`src/rtl/tsc_output_display.sv`:
```
// Display front-end for the TSC CPU: 4-digit multiplexed hex 7-segment display,
// 8 PC LEDs and a debounced single-step button pulse.
module tsc_output_display #(
  parameter int unsigned REFRESH_DIV     = 50000,
  parameter int unsigned DEBOUNCE_CYCLES = 100000,
  parameter int unsigned SEG_ACTIVE_LOW  = 1
) (
  input  logic        clk,
  input  logic        reset_n,
  input  logic [15:0] data_in,
  input  logic [7:0]  pc_in,
  input  logic        freeze,
  input  logic        step_btn,
  output logic        step_pulse,
  output logic [3:0]  an,
  output logic [6:0]  seg,
  output logic        dp,
  output logic [7:0]  led
);

  localparam int unsigned RW = (REFRESH_DIV > 1) ? $clog2(REFRESH_DIV) : 1;
  localparam int unsigned DW = (DEBOUNCE_CYCLES > 1) ? $clog2(DEBOUNCE_CYCLES) : 1;
  localparam logic [RW-1:0] REF_LAST = RW'(REFRESH_DIV - 1);
  localparam logic [DW-1:0] DEB_LAST = DW'(DEBOUNCE_CYCLES - 1);
  // Polarity masks: XOR an active-high pattern to get pin levels.
  localparam logic [6:0] SEG_POL = (SEG_ACTIVE_LOW != 0) ? 7'h7F : 7'h00;
  localparam logic       DP_OFF  = (SEG_ACTIVE_LOW != 0);

  typedef enum logic [1:0] {IDLE, ARMING, PRESSED, RELEASING} deb_state_t;

  logic [15:0]   data_snap;
  logic [7:0]    pc_snap;
  logic [RW-1:0] ref_cnt;
  logic [1:0]    digit;
  logic [1:0]    sync;
  logic          btn_s;
  logic [DW-1:0] deb_cnt;
  deb_state_t    deb_state;
  logic [3:0]    nib_c;

  function automatic logic [6:0] hex7(input logic [3:0] n);
    case (n)
      4'h0: hex7 = 7'h3F;  4'h1: hex7 = 7'h06;  4'h2: hex7 = 7'h5B;  4'h3: hex7 = 7'h4F;
      4'h4: hex7 = 7'h66;  4'h5: hex7 = 7'h6D;  4'h6: hex7 = 7'h7D;  4'h7: hex7 = 7'h07;
      4'h8: hex7 = 7'h7F;  4'h9: hex7 = 7'h6F;  4'hA: hex7 = 7'h77;  4'hB: hex7 = 7'h7C;
      4'hC: hex7 = 7'h39;  4'hD: hex7 = 7'h5E;  4'hE: hex7 = 7'h79;  default: hex7 = 7'h71;
    endcase
  endfunction

  assign nib_c = data_snap[{digit, 2'b00} +: 4];
  assign btn_s = sync[1];

  // Snapshot of CPU outputs, held while frozen; LEDs follow one cycle later.
  always_ff @(posedge clk or negedge reset_n) begin
    if (!reset_n) begin
      data_snap <= '0;
      pc_snap   <= '0;
      led       <= '0;
    end else begin
      if (!freeze) begin
        data_snap <= data_in;
        pc_snap   <= pc_in;
      end
      led <= pc_snap;
    end
  end

  // Digit scan; an/seg/dp share one register stage so they switch together.
  always_ff @(posedge clk or negedge reset_n) begin
    if (!reset_n) begin
      ref_cnt <= '0;
      digit   <= '0;
      an      <= 4'hF;
      seg     <= SEG_POL;
      dp      <= DP_OFF;
    end else begin
      if (ref_cnt == REF_LAST) begin
        ref_cnt <= '0;
        digit   <= digit + 2'd1;
      end else begin
        ref_cnt <= ref_cnt + RW'(1);
      end
      an  <= ~(4'b0001 << digit);
      seg <= hex7(nib_c) ^ SEG_POL;
      dp  <= (freeze && (digit == 2'd3)) ? ~DP_OFF : DP_OFF;
    end
  end

  // Step button: synchronizer plus press/release debounce with a saturating counter.
  always_ff @(posedge clk or negedge reset_n) begin
    if (!reset_n) begin
      sync       <= '0;
      deb_state  <= IDLE;
      deb_cnt    <= '0;
      step_pulse <= 1'b0;
    end else begin
      sync       <= {sync[0], step_btn};
      step_pulse <= 1'b0;
      case (deb_state)
        IDLE: begin
          if (btn_s) begin
            deb_state <= ARMING;
            deb_cnt   <= '0;
          end
        end
        ARMING: begin
          if (!btn_s) begin
            deb_state <= IDLE;
          end else if (deb_cnt == DEB_LAST) begin
            deb_state  <= PRESSED;
            step_pulse <= 1'b1;
          end else begin
            deb_cnt <= deb_cnt + DW'(1);
          end
        end
        PRESSED: begin
          if (!btn_s) begin
            deb_state <= RELEASING;
            deb_cnt   <= '0;
          end
        end
        RELEASING: begin
          if (btn_s) begin
            deb_state <= PRESSED;
          end else if (deb_cnt == DEB_LAST) begin
            deb_state <= IDLE;
          end else begin
            deb_cnt <= deb_cnt + DW'(1);
          end
        end
        default: deb_state <= IDLE;
      endcase
    end
  end

endmodule

```
`config.mk`:
```
export PLATFORM = sky130hd
export DESIGN_NAME = tsc_output_display
export DESIGN_NICKNAME = d
export VERILOG_FILES = /design/src/rtl/tsc_output_display.sv
export SDC_FILE = /design/constraint.sdc
export NUM_CORES = 1
export LEC_CHECK = 0
export CORE_MARGIN = 5
export CORE_UTILIZATION = 40
export CTS_CLUSTER_SIZE = 12
export DETAILED_ROUTE_END_ITERATION = 10
export GPL_ROUTABILITY_DRIVEN = 0
export PLACE_DENSITY = 0.62
export SLEW_MARGIN = 40
export SYNTH_ARGS = -nofsm -noshare
export SYNTH_HDL_FRONTEND = slang
export SYNTH_SLANG_ARGS = --single-unit
```
`constraint.sdc`:
```
create_clock -name clk -period 2.31 [get_ports clk]
set_clock_uncertainty 0.15 [all_clocks]
set_input_delay 0.3465 -clock clk [delete_from_list [all_inputs] [get_ports clk]]
set_output_delay 0.3465 -clock clk [all_outputs]
set_load 0.05 [all_outputs]
```
==> qor.yml, run 1 <==
dominantRegCellSynth: "dfrtp_1"
grtUsageTotal_pct: 14.1
cts_made_buffers: 9
required_ps: 2390
postRouteAntennaNets: 0
min_period_over_period_pct: 95.3
htreeDepth: 3
crit_cells: 6
pwr_density_cell_nw_per_um2: 706
period_minus_slack_ps: 2200
syn-instance-count: 312
antenna_found_initial: 0
p_leak_nw: 2.02
crit_path_end_kind: "register"
endpoint: "deb_cnt[0]$_DFFE_PN0P_"
power.switching_uw: 895
grt_setup_unrepaired: "no"
path_cells: "ha_1 -> and3_2 -> and3_2 -> a21o_2 -> inv_1 -> mux2_2"
synth_area_um2: 3820
layout-drive-gt1-share_pct: 22.3
status: "completed"
clkTransAtPathRegs_ps: 80
cp.arrival_ps: 2280
power.share.clock_pct: 36.1
nets: 412
synth_async_sr_flop_share_pct: 100
cp_slowest_stage_delay_ps: 420
worstSetupStartpoint: "deb_cnt[0]$_DFFE_PN0P_"
ys_types: 53
startpoint_type: "register"
grt_pass1_vias: 2629
cts_buffer_depth: 2
vias_per_cell: 5.07
ios: 49
hp-class: "reg2reg"
worstPathMaxFanout: 8
path_common_cell: "and3_2"
clock_sinks: 84
drv_cap: 0
grt_overflow: 0
die_area_um2: 11600
post-route-util_pct: 51.1
core_area_um2: 9280
vias: 2565
whs_ps: 206
synth_nets: 352
drt-initial-drc-count: 99
seqPwrFrac_pct: 49.1
slew_headroom_pct: 65.3
setup-tns-final_ps: 0
io_buffers: 48
wire_per_inst_um: 15.0
ir_drop_v: 0.000304
combinationalPowerShare_pct: 14.7
internal-power_mw: 2.45
seq_area_frac_synth_pct: 55.4
critPathTopFamily: "simple AND/OR/NAND/NOR gates"
final_common_cell: "dfrtp_1"
drt-total-wl_um: 7590
drc_errors: 0
r2r_cells: 6
first_pass_iters: 5
synth_edf_count: 0
cp_slowest_cell: "dfrtp_1"
cts_tree: "built"
r2r_start: "deb_cnt[0]$_DFFE_PN0P_"
max_freq_mhz: 454
clock-root-buffer: "clkbuf_8"
crit_buf_inv: 1
synth_warnings: 0
antenna_cells: 0
finalMaxSlewViolations: 0
insertion_delay_ps: 350
die_h_um: 108
worstMarginPinSlew_ps: 519
critPathKind: "reg2reg"
start_util_pct: 41.2
grt_max_degree: 46
syn_to_final_growth_pct: 24.1
r2r_end: "deb_cnt[0]$_DFFE_PN0P_"
final_cell_mix: "dfrtp_1 (72), clkdlybuf4s50_1 (47), mux2_2 (28)"
die_w_um: 108
synth_seq_cells: 84
rows: 35
ff2ff_setup_slack_ps: 110
grt_pass1_wl_um: 13000
finalSetupViolCount: 0
swShare_pct: 26.8
synth.avg_cell_area_um2: 12.2
hold_violations: 0
place_hpwl_um: 5390
[power groups by stage]
stage               Sequential (mW)  Combinational, mW  Clock, mW
floorplan                      1.79              0.178          0
global placement               1.67              0.493          0
detailed placement             1.67              0.500          0
CTS                            1.64              0.502       1.25
global route                   1.66              0.538       1.32
finish                         1.64              0.493       1.21
[per-layer routing]
layer	track usage, %	vias to the layer above	part of all wire (%)	routed length (µm)
met3	3.36	5	3.1	235
met1	19.0	1276	46	3480
met4	3.88	0	1.0	76
met5	0	-	0	0
li1	-	1249	-	-
met2	22.7	35	50	3800
[Yosys cell counts (all sizes together), types with 6 or more instances]
cell | count | area share (%)
mux2 | 28 | 8.3
nand3 | 12 | 1.9
xor2 | 8 | 1.8
nand2 | 17 | 1.7
nor3 | 7 | 0.92
mux2i | 6 | 1.6
xnor2 | 7 | 1.6
and3 | 6 | 1.1
dfstp | 12 | 8.3
ha | 12 | 3.9
inv | 18 | 1.8
a21oi | 8 | 1.0
nor2 | 12 | 1.2
or3 | 7 | 1.2
dfrtp | 72 | 47
o21ai | 10 | 1.3
nand4 | 8 | 1.3
[how the worst min path moves through the flow]
stage | startpoint | to | slack (ps) | depth (start not counted)
CTS | sync[0]$_DFF_PN0_ | sync[1]$_DFF_PN0_ | 210 | 0
global route | sync[0]$_DFF_PN0_ | sync[1]$_DFF_PN0_ | 220 | 0
global placement | sync[0]$_DFF_PN0_ | sync[1]$_DFF_PN0_ | 190 | 0
finish | sync[0]$_DFF_PN0_ | sync[1]$_DFF_PN0_ | 210 | 0
detailed placement | sync[0]$_DFF_PN0_ | sync[1]$_DFF_PN0_ | 190 | 0
floorplan | reset_n | asynchronous set/reset pin | -100 | 0
[stage by stage]
stage / total power, mW / instances / setup WS (ps) / area (µm²)
floorplan: 1.97 / 312 / 105 / 3820
global placement: 2.16 / 489 / 173 / 4500
detailed placement: 2.17 / 489 / 127 / 4500
CTS: 3.39 / 506 / 105 / 4740
global route: 3.51 / 506 / 28.3 / 4740
finish: 3.35 / 506 / 108 / 4740
[sequential cells by signal, indices dropped and copies added (netlist names), named ones only]
name and count:
deb_state 1, dp 1, an 4, sync 2, step_pulse 1, seg 7, data_snap 16, led 8
ref_cnt 16, digit 2, deb_cnt 17, pc_snap 8
[cells by family (layout without fill, tap and decap cells)]
logic type	count (synthesis)	after routing	synth area share, %
muxes	39	39	12.8
AOI/OAI and AO/OA	39	39	6.78
adders and majority gates	12	12	3.93
and+or+nand+nor	95	95	14.6
buffers and inverters	28	93	3.04
xor gates and xnor gates	15	15	3.44
DFF	84	84	55.4
[what timing repair did]
action                    CTS  global route
hold endpoints to repair   29             0
resized for setup           0             0
setup buffers               0             0
hold buffers                1             0
[area by class of cell]
cell class                 instances  area, µm²
tap                              129        161
clock buffer                      10        138
sequential                        84       2120
inverter                          18       67.6
fill                             847       4540
clock inverter                     6       93.8
multi-input combinational        200       1590
timing repair buffer              59        576
Note: power is estimated with default switching activity, not from simulation.
==> inputs of run 2 (changes only) <==
--- a/config.mk
+++ b/config.mk
@@ -5,6 +5,7 @@
 export SDC_FILE = /design/constraint.sdc
 export NUM_CORES = 1
 export LEC_CHECK = 0
+export CAP_MARGIN = 20
 export CORE_MARGIN = 5
 export CORE_UTILIZATION = 40
 export CTS_CLUSTER_SIZE = 12
==> results of run 2 <==
Same layout as run 1: the final DEF is identical, and so are final timing and power.
